**config.mk**
```make
export PLATFORM = sky130hd
export DESIGN_NAME = mem_bus_arbiter
export DESIGN_NICKNAME = d
export VERILOG_FILES = /design/src/rtl/mem_bus_arbiter.sv
export SDC_FILE = /design/constraint.sdc
export NUM_CORES = 1
export LEC_CHECK = 0
export ABC_AREA = 1
export CAP_MARGIN = 40
export CORE_AREA = 3 3 130 119
export DETAILED_ROUTE_END_ITERATION = 16
export DIE_AREA = 0 0 133 122
export PLACE_DENSITY_LB_ADDON = 0.05
export REMOVE_ABC_BUFFERS = 1
export SLEW_MARGIN = 20
export SYNTH_ARGS = -nofsm -noshare
export SYNTH_HDL_FRONTEND = slang
export SYNTH_SLANG_ARGS = --single-unit
```
**constraint.sdc**
```tcl
create_clock -name clk -period 9.9 [get_ports clk]
set_clock_uncertainty 0.2 [all_clocks]
set_input_delay 1.98 -clock clk [delete_from_list [all_inputs] [get_ports clk]]
set_output_delay 1.98 -clock clk [all_outputs]
set_load 0.02 [all_outputs]
```
**src/rtl/mem_bus_arbiter.sv**
```systemverilog
`timescale 1ns/1ps
// -----------------------------------------------------------------------------
// mem_bus_arbiter
//
// Shares one memory controller port between the instruction-fetch requester
// and the load/store data requester. Accesses are serialised through an
// IDLE -> ISSUE -> WAIT -> RESP sequence. Simultaneous requests are resolved
// round-robin against the last granted requester, and an access whose memory
// stays busy too long is aborted with a bus error.
//
// Ports:
//   clk, rst            clock (rising edge), asynchronous active-high reset
//   if_req/if_addr      fetch request (always a full-word read)
//   if_ack/if_rdata     fetch completion pulse and read data
//   d_req/d_we/d_addr/d_wdata/d_be   data request fields
//   d_ack/d_rdata       data completion pulse and read data (0 for writes)
//   mem_start           one-cycle access strobe to the memory controller
//   mem_we/mem_addr/mem_wdata/mem_be registered access fields
//   mem_busy/mem_rdata  memory controller status and read data
//   bus_err             pulses with the ack of a timed-out access
//   arb_busy            high whenever an access is in progress
//
// Every output is driven straight from a flop.
// -----------------------------------------------------------------------------
module mem_bus_arbiter #(
    parameter int AW      = 32,
    parameter int DW      = 32,
    parameter int TIMEOUT = 255
) (
    input  logic            clk,
    input  logic            rst,
    input  logic            if_req,
    input  logic [AW-1:0]   if_addr,
    output logic            if_ack,
    output logic [DW-1:0]   if_rdata,
    input  logic            d_req,
    input  logic            d_we,
    input  logic [AW-1:0]   d_addr,
    input  logic [DW-1:0]   d_wdata,
    input  logic [DW/8-1:0] d_be,
    output logic            d_ack,
    output logic [DW-1:0]   d_rdata,
    output logic            mem_start,
    output logic            mem_we,
    output logic [AW-1:0]   mem_addr,
    output logic [DW-1:0]   mem_wdata,
    output logic [DW/8-1:0] mem_be,
    input  logic            mem_busy,
    input  logic [DW-1:0]   mem_rdata,
    output logic            bus_err,
    output logic            arb_busy
);

    localparam int         BW        = DW / 8;
    localparam logic [9:0] TIMEOUT_C = 10'(TIMEOUT);
    localparam logic       GNT_FETCH = 1'b0;
    localparam logic       GNT_DATA  = 1'b1;

    typedef enum logic [1:0] {
        ST_IDLE  = 2'd0,
        ST_ISSUE = 2'd1,
        ST_WAIT  = 2'd2,
        ST_RESP  = 2'd3
    } state_t;

    state_t          state_q, state_d;
    logic            grant_q, grant_d;
    logic            last_grant_q, last_grant_d;
    logic [9:0]      cnt_q, cnt_d;
    logic            err_q, err_d;
    logic            winner;

    logic            mem_start_q, mem_start_d;
    logic            mem_we_q, mem_we_d;
    logic [AW-1:0]   mem_addr_q, mem_addr_d;
    logic [DW-1:0]   mem_wdata_q, mem_wdata_d;
    logic [BW-1:0]   mem_be_q, mem_be_d;
    logic            if_ack_q, if_ack_d;
    logic            d_ack_q, d_ack_d;
    logic [DW-1:0]   if_rdata_q, if_rdata_d;
    logic [DW-1:0]   d_rdata_q, d_rdata_d;
    logic            bus_err_q, bus_err_d;
    logic            arb_busy_q, arb_busy_d;

    // Round-robin pick: under contention the requester not served last wins.
    always_comb begin
        if (if_req && d_req) begin
            winner = (last_grant_q == GNT_FETCH) ? GNT_DATA : GNT_FETCH;
        end else if (d_req) begin
            winner = GNT_DATA;
        end else begin
            winner = GNT_FETCH;
        end
    end

    // FSM state register together with grant, round-robin and timeout state.
    always_ff @(posedge clk or posedge rst) begin
        if (rst) begin
            state_q      <= ST_IDLE;
            grant_q      <= GNT_FETCH;
            last_grant_q <= GNT_FETCH;
            cnt_q        <= 10'd0;
            err_q        <= 1'b0;
        end else begin
            state_q      <= state_d;
            grant_q      <= grant_d;
            last_grant_q <= last_grant_d;
            cnt_q        <= cnt_d;
            err_q        <= err_d;
        end
    end

    // Next-state logic.
    always_comb begin
        state_d      = state_q;
        grant_d      = grant_q;
        last_grant_d = last_grant_q;
        cnt_d        = cnt_q;
        err_d        = err_q;
        case (state_q)
            ST_IDLE: begin
                if (if_req || d_req) begin
                    state_d = ST_ISSUE;
                    grant_d = winner;
                end else begin
                    state_d = ST_IDLE;
                end
            end
            ST_ISSUE: begin
                state_d = ST_WAIT;
                cnt_d   = 10'd0;
                err_d   = 1'b0;
            end
            ST_WAIT: begin
                // A ready memory beats the timeout in the same cycle.
                if (!mem_busy) begin
                    state_d = ST_RESP;
                    err_d   = 1'b0;
                end else if (cnt_q == TIMEOUT_C) begin
                    state_d = ST_RESP;
                    err_d   = 1'b1;
                end else begin
                    cnt_d = cnt_q + 10'd1;
                end
            end
            ST_RESP: begin
                state_d      = ST_IDLE;
                last_grant_d = grant_q;
            end
            default: begin
                state_d = ST_IDLE;
            end
        endcase
    end

    // Output next values, computed one cycle ahead so every output is a flop.
    always_comb begin
        mem_start_d = 1'b0;
        mem_we_d    = mem_we_q;
        mem_addr_d  = mem_addr_q;
        mem_wdata_d = mem_wdata_q;
        mem_be_d    = mem_be_q;
        if_ack_d    = 1'b0;
        d_ack_d     = 1'b0;
        if_rdata_d  = if_rdata_q;
        d_rdata_d   = d_rdata_q;
        bus_err_d   = 1'b0;
        arb_busy_d  = (state_d != ST_IDLE);

        // Latch the winner's fields as the access is accepted.
        if ((state_q == ST_IDLE) && (state_d == ST_ISSUE)) begin
            mem_start_d = 1'b1;
            if (grant_d == GNT_DATA) begin
                mem_we_d    = d_we;
                mem_addr_d  = d_addr;
                mem_wdata_d = d_wdata;
                mem_be_d    = d_be;
            end else begin
                mem_we_d    = 1'b0;
                mem_addr_d  = if_addr;
                mem_wdata_d = {DW{1'b0}};
                mem_be_d    = {BW{1'b1}};
            end
        end else begin
            mem_start_d = 1'b0;
        end

        // Completion: ack, read data and error land together in RESP.
        if ((state_q == ST_WAIT) && (state_d == ST_RESP)) begin
            bus_err_d = err_d;
            if (grant_q == GNT_DATA) begin
                d_ack_d   = 1'b1;
                d_rdata_d = (err_d || mem_we_q) ? {DW{1'b0}} : mem_rdata;
            end else begin
                if_ack_d   = 1'b1;
                if_rdata_d = err_d ? {DW{1'b0}} : mem_rdata;
            end
        end else begin
            bus_err_d = 1'b0;
        end
    end

    // Output registers.
    always_ff @(posedge clk or posedge rst) begin
        if (rst) begin
            mem_start_q <= 1'b0;
            mem_we_q    <= 1'b0;
            mem_addr_q  <= {AW{1'b0}};
            mem_wdata_q <= {DW{1'b0}};
            mem_be_q    <= {BW{1'b0}};
            if_ack_q    <= 1'b0;
            d_ack_q     <= 1'b0;
            if_rdata_q  <= {DW{1'b0}};
            d_rdata_q   <= {DW{1'b0}};
            bus_err_q   <= 1'b0;
            arb_busy_q  <= 1'b0;
        end else begin
            mem_start_q <= mem_start_d;
            mem_we_q    <= mem_we_d;
            mem_addr_q  <= mem_addr_d;
            mem_wdata_q <= mem_wdata_d;
            mem_be_q    <= mem_be_d;
            if_ack_q    <= if_ack_d;
            d_ack_q     <= d_ack_d;
            if_rdata_q  <= if_rdata_d;
            d_rdata_q   <= d_rdata_d;
            bus_err_q   <= bus_err_d;
            arb_busy_q  <= arb_busy_d;
        end
    end

    assign mem_start = mem_start_q;
    assign mem_we    = mem_we_q;
    assign mem_addr  = mem_addr_q;
    assign mem_wdata = mem_wdata_q;
    assign mem_be    = mem_be_q;
    assign if_ack    = if_ack_q;
    assign d_ack     = d_ack_q;
    assign if_rdata  = if_rdata_q;
    assign d_rdata   = d_rdata_q;
    assign bus_err   = bus_err_q;
    assign arb_busy  = arb_busy_q;

endmodule

```
==> summary.md <==
| Metric | Value |
|---|---|
| First-pass DRT Iterations | 5 |
| Tcrit/Tclk final | 43.4% |
| # nets final | approximately 1100 |
| Fin. Hold Viols | 0 |
| R2R Path End | d_rdata[27] |
| Clock sink total | roughly 150 |
| Worst vdd ir | 0.195 mV |
| Crit path required time | 10010 ps |
| Sw Share | 39.3% |
| Hpwl dp | roughly 14 mm |
| Distinct cells, synth | 28 |
| Worst setup EP type | register |
| Yosys top cell area share | 57.4% |
| Largest net degree at the start of global routing | 75 |
| Detail Route Antenna Nets | 0 |
| Setup crit start kind | primary input |
| Type of the worst min-delay path | reg -> reg |
| Clock Latency Late Sink | about 420 ps |
| Setup violations, final | 0 |
| Pre-CTS WS | approximately 5200 ps |
| Internal power | 2020 µW |
| Post-synthesis sequential area ratio | 57.4% |
| PnR Total Power | 3320 µW |
| Initial DRC count | 384 |
| First-pass GRT wire length | 31.7 mm |
| Clock power frac | 19.4% |
| Layout cells sized above 1 | approximately a tenth |
| Die X-Extent | 133 µm |
| Critical path class | in -> reg |
| Slew HR | 50.9% |
| PortBufs | 275 |
| Synth area leaders | dfrtp_1 (57%), nand2_1 (11%), a21oi_1 (5.0%) |
| Seq pwr share | 31.5% |
| Starting Density | 47.3% |
| TNS Setup | 0 ps |
| Synthesized cell area | between 6000 and 7000 µm² |
| FMAX | 233 MHz |
| Gp weighted congestion | 0.825 |
| Reg clk slew, reported paths | 60 ps |
| Gate power share | between 40% and 50% |
| Number of global-route vias before repair | 6142 |
| RSZ-0062 raised after global routing | false |
| Die Y | 122 µm |
| H-tree Lvls | 4 |
| Hold wc startpoint | d_rdata[10] |
| Max-Cap Viols | 0 |
| Hold Path Cell Cnt | 2 |
| Highest metal layer with signal wires | met4 |
| P per Cell Area | 327 nW/µm² |
| Initial antenna violation count | 0 |
| Cell count after synthesis | 728 |
| Synth area leader | dfrtp_1 |
| DIE AREA | roughly 16000 µm² |
| TritonCTS clock tree | yes |
| CORE AREA | 14100 µm² |
| YS warnings | 0 |
| Switching power of the nets | 1310 µW |
| Routed WL | 20.0 mm |
| Ports | 276 |
| Final Util | 72.2% |
| Fillcell total | 1042 |
| Metal2 WL | 10.1 mm |
| Critical path data arrival time | approximately 4400 ps |
| FF-to-FF setup slack | 6630 ps |
| Fin crit period | between 4000 and 5000 ps |
| Vias after detailed routing | 5958 |
| All-Layer GR Usage | 25.0% |
| Remaining DRCs | 0 |
| Cts bufs inserted | 17 |
| FP Rows | 41 |
| Metal-1 WL | between 7 and 8 mm |
| Post-CTS Hold Buffers | 0 |
| Grt ovf | 0 |
| Routed length on met3 | 1.74 mm |
| Lkg Pwr | 0.00477 µW |
| Critical path peak fanout | 35 |
| Wire per inst | ~17 µm |
| Drt via density | 4.99 |
| R2R cell count | 10 |
| N_diodes | 0 |
| Syn Area/Cell | between 9 and 10 µm² |
| Register bit total from synthesis | approximately 150 |
| Area Overhead vs Synth | 52.7% |
| R2R Path Start | state_q[0] |
| Status | finished clean |
| Final WS setup | 5610 ps |
| Post-cts resize count | 0 |
| Post-CTS setup buffers | 0 |
| Root buffer cell | clkbuf_16 |
| Worst slew pin tran | approximately 730 ps |
| Slew Limit Fails | 0 |
| Hold EP | d_rdata[10] |
| Clk buf depth | 2 |
logic make-up after synthesis:
logic type / after synthesis / synth area share [%]
and+or+nand+nor: 324 / 20.5
adders and majority gates: 5 / 0.938
AOI/OAI and AO/OA: 146 / 14.3
xor gates and xnor gates: 1 / 0.131
buffers and inverters: 99 / 6.77
DFF: 153 / 57.4
layout by cell type (no fill, tap or decap), types with 5 or more instances in the layout:
cell type and n:
clkdlybuf4s50_1 275, dfrtp_1 153, nor2_1 70, ha_1 5, a21oi_1 66, clkbuf_16 17
nand4_1 7, nand3_1 11, o21ai_1 11, nand2_2 21, inv_1 54, o21ai_0 10
a22o_1 32, nand2_1 200, o21ai_2 23
registers in the layout, indices dropped and copies added (netlist names), 2 cells and up:
register   cells
cnt_q         10
mem_wdata     32
state_q        2
mem_be         4
if_rdata      32
d_rdata       32
mem_addr      32
worst max path at each step:
stage	end	start
2_1_floorplan	arb_busy	rst
3_3_place_gp	mem_be[2]	d_req
3_5_place_dp	d_rdata[11]	mem_busy
4_1_cts	d_rdata[27]	mem_busy
5_1_grt	d_rdata[31]	mem_busy
6_report	d_rdata[27]	mem_busy
area by class of cell:
type | count | area, µm² | area share (%)
Clock buffer | 25 | 495 | 4.87
Clock inverter | 7 | 90.1 | 0.885
Inverter | 58 | 223 | 2.19
Multi-Input combinational cell | 476 | 2410 | 23.7
Sequential cell | 153 | 3830 | 37.6
Tap cell | 193 | 241 | 2.37
Timing Repair Buffer | 283 | 2890 | 28.4
critical path: stages:
cell             delay (ps)
clkdlybuf4s50_1         500
inv_1                    60
o21ai_0                 210
nand2_2                 460
nand2_1                 710
buf_8                   250
nor2_1                   60
nand2_1                  80
nand2_1                  70
metrics by stage:
stage          hold WS, ps  area (µm²)  std cells
3_5_place_dp           267        9590       1163
2_1_floorplan          291        6430        687
3_3_place_gp           263        9470       1158
5_1_grt                291       10200       1195
4_1_cts                281       10200       1195
6_report               275       10200       1195
per-layer routing:
layer,global-route usage [%],up-vias
li1,-,2855
met1,29.5,2859
met2,41.8,215
met3,9.58,29
met4,9.03,0
met5,0,-
synthesized netlist by cell type:
library cell  instances
a21oi_1              66
a22o_1               32
and3_1                1
buf_2                19
buf_4                 3
buf_6                 6
clkbuf_1             13
dfrtp_1             153
ha_1                  5
inv_1                56
inv_2                 2
nand2_1             200
nand2_2              21
nand2_4               1
nand3_1              11
nand3_2               2
nand3_4               1
nand4_1               7
nor2_1               71
nor2_2                1
nor2_4                2
nor3_1                4
o21ai_0              10
o21ai_1              11
o21ai_2              23
o22a_1                4
or2_2                 2
xor2_1                1
power by group through the flow:
| stage | combinational [µW] | sequential, µW | clock (µW) |
|---|---|---|---|
| floorplan | 549 | 1330 | 0 |
| global placement | 1570 | 1040 | 0 |
| global route | 1760 | 1070 | 683 |
| CTS | 1650 | 1040 | 657 |
| detailed placement | 1640 | 1040 | 0 |
| finish | 1630 | 1050 | 646 |
Note: power is estimated with default switching activity, not from simulation.
==> variant (same settings) <==
The 4 states of `state_t` get a one-hot encoding in 4 bits.
--- a/src/rtl/mem_bus_arbiter.sv
+++ b/src/rtl/mem_bus_arbiter.sv
@@ -56,11 +56,11 @@
     localparam logic       GNT_FETCH = 1'b0;
     localparam logic       GNT_DATA  = 1'b1;
 
-    typedef enum logic [1:0] {
-        ST_IDLE  = 2'd0,
-        ST_ISSUE = 2'd1,
-        ST_WAIT  = 2'd2,
-        ST_RESP  = 2'd3
+    typedef enum logic [3:0] {
+        ST_IDLE  = 4'b0001,
+        ST_ISSUE = 4'b0010,
+        ST_WAIT  = 4'b0100,
+        ST_RESP  = 4'b1000
     } state_t;
 
     state_t          state_q, state_d;
Function: no difference found for any inputs over 4 cycles, from zero or initial values and one cycle with rst high; so few cycles prove little.
==> variant against the unedited design <==
- sequential share of layout area decreased by 0.78 points
- largest power group unchanged
- sequential cell count increased by 2
- final area increased by 3.5%
- clock power increased by 8.0%
- setup slack got worse by 0.080 ns
- power decreased by 3.2%
- synthesized area increased by 6.1%
- wire length increased by 2.9%
- critical endpoint is now mem_wdata[8]
==> variant: results (changes against the unedited design) <==
Pre-antenna DRT Iters: 7 (+2)
crit-path leading delay family: buffers and inverters
clock power share: 0.217 (+0.023)
share of cells above drive strength 1: 0.0870 (-0.00686)
worst-margin pin slew: 0.761 ns (+0.0265 ns)
clock root buffer: clkbuf_16
CP max stage delay: 0.64 ns (-0.07 ns)
Syn Area/Cell: 8.66 um2 (-5.5%)
EDFF count, synth: 0 (unchanged)
YS warnings: 0 (unchanged)
cells on worst reg2reg path: 9 (-1)
initial antenna violation count: 0 (unchanged)
cts bufs inserted: 17 (unchanged)
Post-CTS Setup Bufs: 0 (unchanged)
synth unique cells: 31 (+11%)
status: finished, final reports clean
min-delay src: mem_addr[8]
Post-DRT Antenna Nets: 0 (unchanged)
Place WS: 5.12 ns (-0.0717 ns)
sequential power share: 0.315 (about the same)
most common library cells after synthesis: nand2_1, dfrtp_1, nand3_1, inv_1, o21ai_2
Final Non-Filler Cells: 1274 (+6.6%)
R2R Path End: mem_we
worst setup margin: 5.53 ns (-0.0804 ns)
Worst-path clk slew: 0.06 ns (about the same)
worst flop-to-flop path startpoint: state_q[2]
Worst VDD drop: 0.159 mV (-18%)
Hold Path Stages: 2 (unchanged)
vias per inst: 5.03 (+0.98%)
# diodes: 0 (unchanged)
GRT Total Usage: 0.256 (+0.00660)
Finished Core Util: 0.747 (+0.0252)
First DRT Iteration DRCs: 441 (+15%)
GPL Wtd Cong: 0.806 (-2.3%)
first-pass GRT wire length: 33.0 mm (+4.3%)
r2r setup slk: 7.07 ns (+0.44 ns)
CP max stage cell: inv_2
Placement Cell Area: 9880 um2 (+3.0%)
Post-DP HPWL: 14.0 mm (-2.6%)
top post-synthesis cells by area: dfrtp_1, nand2_1, nand3_1
Critical Path End: mem_wdata[8]
largest net degree at the start of global routing: 91 (+21%)
CTS resizes: 0 (unchanged)
DRT Wirelength: 20.6 mm (+2.9%)
worst hold margin: 0.277 ns (+0.00227 ns)
leakage power: 5.05 nW (+5.7%)
CTS Buffer Depth: 2 (unchanged)
fillers: 1081 (+3.7%)
data arrival time of the worst path: 4.53 ns (+0.12 ns)
dpl cells: 1242 (+6.8%)
CP startpoint: d_req
Endpoint, Worst Hold: mem_addr[8]
Crit Path Max Fanout: 37 (+5.7%)
sequential element share of the synthesized area: 0.548 (-0.0258)
sw frac: 0.392 (-0.00120)
vias in the first global route: 6253 (+1.8%)
Internal: 1.96 mW (-3.0%)
variant: cells by family after synthesis:
| family | after synthesis | synth area share |
|---|---|---|
| AOI/OAI and AO/OA | 84 | 0.0801 |
| adders and majority gates | 1 | 0.00177 |
| buffers and inverters | 110 | 0.0748 |
| DFF | 155 | 0.548 |
| xor gates and xnor gates | 1 | 0.00124 |
| and+or+nand+nor | 466 | 0.294 |
variant: metal layers:
metal / wire length [um] / vias up / GRT usage
met4: 277 / 0 / 0.0682
met1: 8420 / 3014 / 0.333
li1: - / 3134 / -
met3: 1760 / 21 / 0.0842
met2: 10100 / 245 / 0.417
met5: 0 / - / 0
variant: cell type report:
type                            instances  area share
Clock inverter                         14      0.0192
Inverter                               59      0.0217
Tap cell                              193      0.0229
Timing Repair Buffer                  284       0.273
Multi-Input combinational cell        552       0.254
Clock buffer                           17      0.0404
Sequential cell                       155       0.368
